**config.mk**
```make
export PLATFORM = sky130hd
export DESIGN_NAME = execute_stage
export DESIGN_NICKNAME = d
export VERILOG_FILES = /design/src/rtl/execute_stage.sv
export SDC_FILE = /design/constraint.sdc
export NUM_CORES = 1
export LEC_CHECK = 0
export BUFFER_PORTS_ARGS = -buffer_cell sky130_fd_sc_hd__buf_2
export CAP_MARGIN = 40
export CORE_MARGIN = 5
export CORE_UTILIZATION = 54
export DETAILED_ROUTE_END_ITERATION = 8
export GPL_TIMING_DRIVEN = 1
export PLACE_DENSITY = 0.79
export SYNTH_ARGS = -nofsm -noshare
export SYNTH_HDL_FRONTEND = slang
export SYNTH_SLANG_ARGS = --single-unit
```
**constraint.sdc**
```tcl
create_clock -name clk -period 3.8 [get_ports clk]
set_input_delay 0 -clock clk [delete_from_list [all_inputs] [get_ports clk]]
set_output_delay 0 -clock clk [all_outputs]
set_load 0.05 [all_outputs]
```
**src/rtl/execute_stage.sv**
```systemverilog
// Execute stage of the 5-stage MIPS-subset pipeline.
// Resolves forwarded operands, runs the single-cycle ALU or a 32-iteration
// shift-add multiplier, and owns the execute/memory pipeline register.
module execute_stage (
  input  logic        clk,
  input  logic        rst_n,
  // control from the D/E register
  input  logic        regwriteE,
  input  logic        memtoregE,
  input  logic        memwriteE,
  input  logic [2:0]  alucontrolE,
  input  logic        mulE,
  input  logic        alusrcE,
  input  logic        regdstE,
  // operands from the D/E register
  input  logic [31:0] rd1E,
  input  logic [31:0] rd2E,
  input  logic [31:0] signimmE,
  input  logic [4:0]  rtE,
  input  logic [4:0]  rdE,
  // hazard unit
  input  logic [1:0]  forwardAE,
  input  logic [1:0]  forwardBE,
  input  logic [31:0] resultW,
  input  logic        flushE,
  output logic        stallE,
  // E/M pipeline register
  output logic        regwriteM,
  output logic        memtoregM,
  output logic        memwriteM,
  output logic [31:0] aluoutM,
  output logic [31:0] writedataM,
  output logic [4:0]  writeregM
);

  // ALU operation codes
  localparam logic [2:0] ALU_AND = 3'b000;
  localparam logic [2:0] ALU_OR  = 3'b001;
  localparam logic [2:0] ALU_ADD = 3'b010;
  localparam logic [2:0] ALU_SUB = 3'b110;
  localparam logic [2:0] ALU_SLT = 3'b111;

  // Forwarding select codes; 2'b11 falls back to the register file
  localparam logic [1:0] FWD_W = 2'b01;
  localparam logic [1:0] FWD_M = 2'b10;

  typedef enum logic [1:0] {
    IDLE = 2'b00,
    BUSY = 2'b01,
    DONE = 2'b10
  } mul_state_e;

  // Everything the memory stage receives, kept together so a bubble is '0
  typedef struct packed {
    logic        regwrite;
    logic        memtoreg;
    logic        memwrite;
    logic [31:0] aluout;
    logic [31:0] writedata;
    logic [4:0]  writereg;
  } em_reg_t;

  // ---------------------------------------------------------------------------
  // State
  // ---------------------------------------------------------------------------
  mul_state_e  state_q, state_d;
  logic [4:0]  count_q, count_d;
  logic [31:0] mcand_q, mcand_d;
  logic [31:0] mplier_q, mplier_d;
  logic [31:0] acc_q, acc_d;
  em_reg_t     mul_ctrl_q, mul_ctrl_d;   // controls/dest/store data latched at accept
  em_reg_t     m_q, m_d;

  // ---------------------------------------------------------------------------
  // Combinational datapath
  // ---------------------------------------------------------------------------
  logic [31:0] src_a;
  logic [31:0] fwd_b;
  logic [31:0] src_b;
  logic [31:0] alu_result;
  logic [4:0]  writereg_e;
  logic        stall;

  // Operand forwarding; aluoutM is the registered output fed back from M
  // NOTE: every always_comb output gets a default before any branch, so no
  // path leaves a signal unassigned and no latch is inferred.
  always_comb begin
    src_a = rd1E;
    fwd_b = rd2E;
    case (forwardAE)
      FWD_W:   src_a = resultW;
      FWD_M:   src_a = m_q.aluout;
      default: src_a = rd1E;
    endcase
    case (forwardBE)
      FWD_W:   fwd_b = resultW;
      FWD_M:   fwd_b = m_q.aluout;
      default: fwd_b = rd2E;
    endcase
  end

  assign src_b      = alusrcE ? signimmE : fwd_b;
  assign writereg_e = regdstE ? rdE : rtE;

  // Single-cycle ALU; unsupported codes produce zero
  always_comb begin
    alu_result = 32'd0;
    case (alucontrolE)
      ALU_AND: alu_result = src_a & src_b;
      ALU_OR:  alu_result = src_a | src_b;
      ALU_ADD: alu_result = src_a + src_b;
      ALU_SUB: alu_result = src_a - src_b;
      ALU_SLT: alu_result = ($signed(src_a) < $signed(src_b)) ? 32'd1 : 32'd0;
      default: alu_result = 32'd0;
    endcase
  end

  // ---------------------------------------------------------------------------
  // Multiplier FSM: next state, iteration datapath and stall
  // ---------------------------------------------------------------------------
  // Accept in IDLE, iterate 32 times in BUSY, hand the product to M in DONE
  always_comb begin
    state_d    = state_q;
    count_d    = count_q;
    mcand_d    = mcand_q;
    mplier_d   = mplier_q;
    acc_d      = acc_q;
    mul_ctrl_d = mul_ctrl_q;
    stall      = 1'b0;

    unique case (state_q)
      IDLE: begin
        if (mulE && !flushE) begin
          // Operands are captured here so later forwarding changes cannot
          // disturb the product while upstream is stalled.
          stall                = 1'b1;
          mcand_d              = src_a;
          mplier_d             = src_b;
          acc_d                = 32'd0;
          count_d              = 5'd0;
          mul_ctrl_d.regwrite  = regwriteE;
          mul_ctrl_d.memtoreg  = memtoregE;
          mul_ctrl_d.memwrite  = memwriteE;
          mul_ctrl_d.aluout    = 32'd0;
          mul_ctrl_d.writedata = fwd_b;
          mul_ctrl_d.writereg  = writereg_e;
          state_d              = BUSY;
        end
      end

      BUSY: begin
        stall = 1'b1;
        if (flushE) begin
          // Abort: partial product is simply abandoned
          state_d = IDLE;
        end else begin
          if (mplier_q[0]) begin
            acc_d = acc_q + mcand_q;
          end
          mcand_d  = mcand_q << 1;
          mplier_d = mplier_q >> 1;
          count_d  = count_q + 5'd1;
          if (count_q == 5'd31) begin
            state_d = DONE;
          end
        end
      end

      DONE: begin
        // Stall already released; M captures the product this cycle
        state_d = IDLE;
      end

      default: begin
        state_d = IDLE;
      end
    endcase
  end

  assign stallE = stall;

  // ---------------------------------------------------------------------------
  // E/M register next value: bubble, finished product, or ALU result
  // ---------------------------------------------------------------------------
  // Priority: kill/stall bubble, then multiply completion, then normal ALU op
  always_comb begin
    m_d = '0;
    if (flushE || stall) begin
      m_d = '0;
    end else if (state_q == DONE) begin
      m_d        = mul_ctrl_q;
      m_d.aluout = acc_q;
    end else begin
      m_d.regwrite  = regwriteE;
      m_d.memtoreg  = memtoregE;
      m_d.memwrite  = memwriteE;
      m_d.aluout    = alu_result;
      m_d.writedata = fwd_b;
      m_d.writereg  = writereg_e;
    end
  end

  // ---------------------------------------------------------------------------
  // Registers
  // ---------------------------------------------------------------------------
  // Multiplier state and operand latches
  // NOTE: sequential state uses non-blocking assignments so every register
  // samples its _d value from before the edge, independent of block order.
  always_ff @(posedge clk or negedge rst_n) begin
    if (!rst_n) begin
      state_q    <= IDLE;
      count_q    <= 5'd0;
      mcand_q    <= 32'd0;
      mplier_q   <= 32'd0;
      acc_q      <= 32'd0;
      mul_ctrl_q <= '0;
    end else begin
      state_q    <= state_d;
      count_q    <= count_d;
      mcand_q    <= mcand_d;
      mplier_q   <= mplier_d;
      acc_q      <= acc_d;
      mul_ctrl_q <= mul_ctrl_d;
    end
  end

  // Execute/memory pipeline register
  always_ff @(posedge clk or negedge rst_n) begin
    if (!rst_n) begin
      m_q <= '0;
    end else begin
      m_q <= m_d;
    end
  end

  assign regwriteM  = m_q.regwrite;
  assign memtoregM  = m_q.memtoreg;
  assign memwriteM  = m_q.memwrite;
  assign aluoutM    = m_q.aluout;
  assign writedataM = m_q.writedata;
  assign writeregM  = m_q.writereg;

endmodule

```
**Word-level counts from Yosys, hierarchy flattened**

Cells that the tools add are included.

- Add/sub/neg operators: 4
- $lt $le $gt $ge: 1
- Eq/ne operators: 15
- Mux-type cells: 27
- Bitwise operators: 2
- Reductions and logical operators: 10

Operators by type and width:

| cell | number |
|---|---|
| one-hot mux 32 bit (2 select lines) | 5 |
| 2-to-1 mux 32 bit | 8 |
| one-hot mux 32 bit (5 select lines) | 1 |
| 2-to-1 mux 72 bit | 2 |
| adder 32 bit | 2 |
| AND 32 bit | 1 |
| < comparator 32 bit | 1 |
| OR 32 bit | 1 |
| subtractor 32 bit | 1 |
| 2-to-1 mux 5 bit | 3 |
| one-hot mux 5 bit (2 select lines) | 1 |
| == test 2 x 1 -> 1 bit (second input constant) | 3 |
| == test 2 bit (second input constant) | 3 |
| == test 3 bit (second input constant) | 2 |
| 2-to-1 mux 2 bit | 3 |
| inequality test 2 bit (second input constant) | 3 |
| adder 5 x 1 -> 5 bit (second input constant) | 1 |
| == test 5 bit (second input constant) | 1 |
| one-hot mux 2 bit (2 select lines) | 1 |
| AND reduction 2 bit | 2 |
| AND reduction 4 bit | 1 |
| == test 3 x 1 -> 1 bit (second input constant) | 1 |
| == test 3 x 2 -> 1 bit (second input constant) | 1 |
| logical NOT 3 bit | 1 |
| other kinds (9) | 10 |

- Register bits after elaboration: 215
- Bits of input ports: 154
- Output and inout port bits: 73
- Word-level logic and storage cells: 75

**Logic depth before layout (Yosys ltp)**

Gate-level depths: netlist (run 1).

- Word-level depth: 8
- Mapped depth: 19
- Depth with buffers taken out: 18

**Worst setup path after synthesis (run 1)**

Ideal clock, no wire load.

- Path type: input to register
- Start: input port forwardBE[0]
- End: register m_q (netlist bit aluoutM[26])
- Setup time: 0.087 ns
- Data arrival time: 3.990 ns
- Required time: 3.713 ns
- Slack: -0.277 ns
- Stages on the path: 18
- Path buffers: 2
- Path through: inv_1 -> ha_1 -> clkbuf_1 -> clkbuf_1 -> a21oi_1 -> o21ai_0 -> ha_1 -> inv_1 -> fa_1 -> and2b_1 -> o31a_4 -> o22ai_2 -> o311a_4 -> a211o_2 -> a211oi_2 -> nor3_1 -> or4b_1 -> a211oi_2

RTL lines:

| what | line | text |
|---|---|---|
| start: declaration | 23 | `input logic [1:0] forwardBE,` |
| end signal: assignment | 232 | `m_q <= m_d;` |
| end: declaration | 72 | `em_reg_t m_q, m_d;` |

==> results.txt, run 1 <==
Clock latency on the worst-skew pair - 0.56 ns
DRT Pass-1 Iters - 8
H-tree depth - 1
CP top delay family - compound AO/OA/AOI/OAI gates
Max-slew violations - 0
HPWL after detailed placement - 48400 um
Synth Warn # - 0
Slew @ Worst Pin - 0.979 ns
Wirelength per Cell - 22.2 um
Worst vdd ir - 0.349 mV
First-pass GRT wire length - 97300 um
CTS tree - built
Unrepaired setup endpoints after global routing - true
Total core area - 30300 um^2
Worst-path clk slew - 0.06 ns
CTS Buffer Depth - 3
Hold path depth - 4
Width of the die - 185 um
Initial antenna violation count - 2
Port bufs - 226
Cell area after synthesis - 16500 um^2
Synth area leader - dfrtp_1
Crit Path Category - reg2reg
Critical Path, Cell by Cell - a22oi_1 -> nor2_1 -> a21oi_2 -> o21ai_0 -> buf_4 -> ha_1 -> nor2_1 -> a2111o_1 -> a2bb2oi_1 -> a21oi_1 -> a2111oi_2 -> buf_4 -> o311a_1 -> nor3_2 -> mux2i_1 -> o31ai_1
CTS root buf - clkbuf_16
Total die area - 34100 um^2
Post-synth EDFFs - 0
Vias in the first global route - 17400
Data arrival, critical path - 4.18 ns
Relative slew slack - 34.2%
Distinct cell type count after synthesis - 82
Starting Density - 54.3%
DP Area - 19700 um^2
Power per Cell Area - 473 nW/um^2
Max-cap violations - 0
Inserted Diodes - 0
RR Startpoint - aluoutM[16]
Area of the multi-input gates - 10400 um^2
Layout Nets - 2799
Num CTS Buffers - 25
Violated checks - negative hold slack
Routed Antenna Nets - 0
Critical path's slowest cell - dfrtp_1
Crit start category - flop
GRT Total Usage - 36.1%
F_max - 0.266 GHz
Fin Hold WS - -0.00657 ns
Syn Area/Cell - 8.03 um^2
DIE HEIGHT - 185 um
Worst Setup SP - aluoutM[16]
Stages on worst setup path - 16
Worst hold path type - in2reg
Final Cell Area - 21400 um^2
CP Capture Type - flop
Post-synth ARST share - 100%
Final wirelength - 64800 um
Min-delay src - rd2E[8]
Yosys top cell area share - 32.6%
IO Pins - 227
CP Data Required Time - 4.22 ns
Largest net degree at the start of global routing - 110
Area delta synth->final - 29.8%
Post-Syn Nets - 2350
Clock sink total - 215
Fin crit share - 99.0%
Leakage - 0.0106 uW
Dominant synthesized flop cell - dfrtp_1
Final Hold Fails - 1
Routed vias/inst - 6.21
Power after layout - 10100 uW
Total congestion overflow - 0
Critical path peak fanout - 5
Clk_skew - 0.0189 ns
Fin crit period - 3.76 ns
Cells after Synth - 2055
Synth area leaders - dfrtp_1, ha_1, a21oi_1
Fillcell total - 2359
Synthesized flop and latch total - 215
Via count - 18100
Setup violators final - 0
GP Congestion - 1.06
Sequential-to-total area share from yosys stat - 32.6%
Critical Path Max Stage Delay - 0.45 ns
Register cell area after layout - 5390 um^2
Status - finished with violations
Share of layout cells above drive strength 1 - 24.9%
Cell row count - 64
Worst R2R Path Depth - 16
DRT iter0 DRCs - 2092
DRC violations left - 0
CP Buf/Inv Count - 2
worst reg2reg max path: stages, from the launching register on:
cell       delay [ns]
dfrtp_1          0.45
a22oi_1          0.21
nor2_1           0.08
a21oi_2          0.19
o21ai_0          0.12
buf_4            0.15
ha_1             0.36
nor2_1           0.08
a2111o_1         0.44
a2bb2oi_1        0.18
a21oi_1          0.26
a2111oi_2        0.09
buf_4            0.16
o311a_1          0.33
nor3_2           0.21
mux2i_1          0.23
o31ai_1          0.09
registers in the layout, summed over array words and instances, names as in the netlist:
| name | flops |
|---|---|
| mplier_q | 32 |
| count_q | 5 |
| mcand_q | 32 |
| memtoregM | 1 |
| acc_q | 32 |
| writeregM | 5 |
| mul_ctrl_q | 40 |
| memwriteM | 1 |
| regwriteM | 1 |
| aluoutM | 32 |
| state_q | 2 |
| writedataM | 32 |
kinds of logic after synthesis:
kind of cell	Yosys count	share of synthesized area [%]
buffers and inverters	239	5.98
flip-flops	215	32.6
XOR/XNOR	46	2.44
multiplexers	77	4.69
adder cells (fa/ha/maj)	141	10.8
AO/OA/AOI/OAI	759	28.7
AND/OR/NAND/NOR	578	14.8
cells in the final DEF (no fill, tap or decap), types with 75 or more instances in the layout:
cell type  synthesis  layout
nand2_1          245     245
ha_1             138     127
mux2i_1           75      75
inv_1            108     108
dfrtp_1          215     210
buf_4              0     268
o21ai_0          212     208
a21oi_1          226     214
buf_2             10     225
nor2_1           208     205
a22oi_1           87      85
metal layers:
layer | track usage (%) | share of wire (%) | vias to the layer above
met5 | 0 | 0.020 | -
met4 | 10.4 | 3.0 | 2
met3 | 7.99 | 12 | 154
met2 | 56.4 | 44 | 1180
met1 | 50.8 | 41 | 8568
li1 | - | - | 8219
area by class of cell:
type / count / share of cell area, %
Multi-Input combinational cell: 1601 / 48.7
Sequential cell: 215 / 25.2
Timing Repair Buffer: 552 / 17.7
Clock buffer: 33 / 3.29
Tap cell: 396 / 2.31
Inverter: 109 / 1.91
Clock inverter: 13 / 0.935
report_power, final:
group	switching, uW	internal [uW]
clock network	1040	1640
logic	2450	1760
registers	474	2760
total	3970	6160
synthesized netlist by cell type, types with 9 or more instances:
library cell	n
a31oi_1	17
nor2b_1	10
ha_1	138
o21bai_1	18
o21a_1	17
a21o_1	32
xnor2_1	31
a22o_1	12
nor2_1	208
xor2_1	15
a211oi_1	19
clkbuf_1	91
buf_1	20
o22ai_1	9
a21oi_1	226
o21ai_0	212
o21ai_1	11
nand2_1	245
inv_1	108
nor3_1	29
and3_1	12
nand3_1	21
dfrtp_1	215
nand2b_1	14
buf_2	10
a22oi_1	87
o31ai_1	15
mux2i_1	75
or3_1	12
final timing paths:
check	end	slack [ns]
hold / removal	mul_ctrl_q[13]	-0.007
min in group asynchronous	writedataM[20]	0.12
hold reg to reg	mul_ctrl_q[14]	0.48
max in group asynchronous	writedataM[12]	2.66
setup reg to reg	aluoutM[30]	0.04
setup / recovery	aluoutM[30]	0.04
through the flow:
stage               TNS [ns]  worst slack (ns)  cells  utilization, %  hold WS [ns]
global placement     -0.0245           -0.0139   2819            65.0         0.137
global route          -0.157           -0.0632   2919            70.6        0.0179
detailed placement    -0.723            -0.153   2820            65.0         0.136
floorplan                  0            0.0121   2055               -        -0.296
CTS                        0            0.0268   2916            69.7       0.00608
finish                     0            0.0380   2919            70.6      -0.00657
repair_timing:
action / 4_1_cts / 5_1_grt
setup buffers: 0 / 2
resized for setup: 2 / 55
endpoints found under the hold margin: 170 / 1
hold buffers: 50 / 1
pin swaps: 0 / 6
setup endpoints to repair: 4 / 20
No activity file was read; power rests on OpenSTA's default activity.
==> run 2, diff against run 1 <==
==> constraint.sdc (replaced) <==
create_clock -name clk -period 3.25 [get_ports clk]
set_input_delay 0.1625 -clock clk [delete_from_list [all_inputs] [get_ports clk]]
set_output_delay 0.1625 -clock clk [all_outputs]
set_load 0.05 [all_outputs]
==> results.txt, run 2 (synthesis results as in run 1) <==
Vias in the first global route - 18000
Fin crit share - 116%
Max-cap violations - 0
Max reg flops - 40
Share of layout cells above drive strength 1 - 32.4%
Fin crit period - 3.78 ns
Most common cell after layout, fill and taps aside - buf_4
Width of the die - 185 um
Worst hold path type - in2reg
DIE HEIGHT - 185 um
M3 GR Usage - 12.3%
Wirelength per Cell - 21.5 um
CP Capture Type - flop
Crit start category - flop
Worst Setup SP - aluoutM[0]
DRC violations left - 0
GRT Total Usage - 36.7%
CTS Buffer Depth - 3
Clk_skew - 0.0107 ns
Unrepaired setup endpoints after global routing - true
Area delta synth->final - 37.9%
Final wirelength - 65400 um
Clock latency on the worst-skew pair - 0.54 ns
RR Startpoint - aluoutM[0]
Hold path endpoint - mul_ctrl_q[1]
Clock sink total - 215
Slew @ Worst Pin - 0.972 ns
Global routing usage on met2 - 55.9%
DRT iter0 DRCs - 2070
Initial antenna violation count - 3
Non-Filler Instances - 3045
Routed Antenna Nets - 0
Min-delay src - rdE[1]
CTS tree - built
Crit Path Category - reg2reg
F_max - 0.265 GHz
H-tree depth - 1
GP Congestion - 1.06
Fin Hold WS - -0.000137 ns
Setup Total Neg Slack - -7.90 ns
Largest net degree at the start of global routing - 83
Met1 usage - 49.9%
Gr busiest metal - met2
Relative slew slack - 35.0%
Flop2flop setup slack - -0.53 ns
Worst vdd ir - 0.533 mV
Cell row count - 64
Power per Cell Area - 530 nW/um^2
Starting Density - 54.3%
First-pass GRT wire length - 98800 um
CP Data Required Time - 3.70 ns
Layout Nets - 2926
Routed vias/inst - 6.04
Final WS setup - -0.527 ns
Final Hold Fails - 1
Worst R2R Path Depth - 16
CTS root buf - clkbuf_16
Critical path peak fanout - 3
Violated checks - negative hold slack, negative setup slack
DRT Pass-1 Iters - 7
Num CTS Buffers - 25
Data arrival, critical path - 4.23 ns
Hold path depth - 3
Setup violators final - 23
Leakage - 0.0113 uW
Worst-path clk slew - 0.07 ns
IO Pins - 227
Dpl cells - 2964
Total die area - 34100 um^2
Commonest non-fill, non-tap cells in the layout - buf_4, nand2_1, buf_2
Total congestion overflow - 0
Status - finished with violations
Reg with most FFs - mul_ctrl_q
Port bufs - 226
HPWL after detailed placement - 50200 um
Total core area - 30300 um^2
RR Endpoint - aluoutM[26]
Via count - 18400
Max-slew violations - 0
[run 2: cell types whose count changed in the layout (fill, tap and decap cells not counted), sizes merged]
cell / previous run / this run
clkinvlp: 1 / 3
diode: 0 / 1
dlygate4sd3: 51 / 10
bufinv: 5 / 2
clkinv: 6 / 4
buf: 501 / 669
clkbuf: 33 / 32
inv: 110 / 112
[run 2: where the power goes]
part	internal, uW	switching, uW	total, uW	leakage [uW]
Clock	1690	1210	2900	0.000405
Sequential	3220	539	3760	0.00278
Combinational	2360	3050	5400	0.00812
Total	7270	4790	12100	0.0113
[run 2: worst max-delay path by stage]
stage	end	slack, ns	cells past startpoint
2_1_floorplan	aluoutM[26]	-0.44	16
3_3_place_gp	aluoutM[26]	-0.77	19
3_5_place_dp	aluoutM[30]	-0.94	19
4_1_cts	aluoutM[26]	-0.50	16
5_1_grt	aluoutM[26]	-0.63	16
6_report	aluoutM[26]	-0.53	16
[run 2: area by class of cell]
class / count / area [um^2]
clock buffer: 32 / 702
sequential: 215 / 5390
fill: 2259 / 7610
tap: 396 / 495
antenna: 1 / 2.50
timing repair buffer: 679 / 4720
inverter: 109 / 409
clock inverter: 12 / 133
multi-input combinational: 1601 / 10900
[run 2: what timing repair did]
item | in CTS | in global routing
hold endpoints to repair | 74 | 0
pin swaps | 28 | 47
buffers inserted | 12 | 15
gates resized for setup | 55 | 87
hold buffers | 10 | 0
setup endpoints to repair | 26 | 32
[run 2: per-stage QoR]
step	utilization, %	power (uW)	worst slack (ns)	area [um^2]
final	74.9	12100	-0.527	22700
after global routing	74.9	12700	-0.626	22700
after CTS	73.2	11700	-0.502	22200
after detailed placement	69.0	8710	-0.945	20900
after global placement	68.9	8520	-0.769	20900
after floorplan	-	6690	-0.440	16600
[run 2: per-layer routing]
| layer | up-vias | part of all wire [%] |
|---|---|---|
| met1 | 8688 | 41 |
| met4 | 4 | 3.4 |
| met2 | 1061 | 43 |
| li1 | 8461 | - |
| met5 | - | 0.11 |
| met3 | 188 | 13 |
[run 2: critical path, cell delays in order, from the launching register on]
cell	delay, ns
dfrtp_2	0.40
a22oi_2	0.08
nor2_1	0.13
a21oi_2	0.06
o21ai_2	0.17
ha_2	0.22
inv_2	0.05
fa_2	0.35
and2b_1	0.25
o31a_4	0.17
o22ai_4	0.07
o311a_4	0.38
a211o_4	0.36
a211oi_4	0.24
nor3_2	0.05
or4b_1	0.49
a211oi_2	0.20
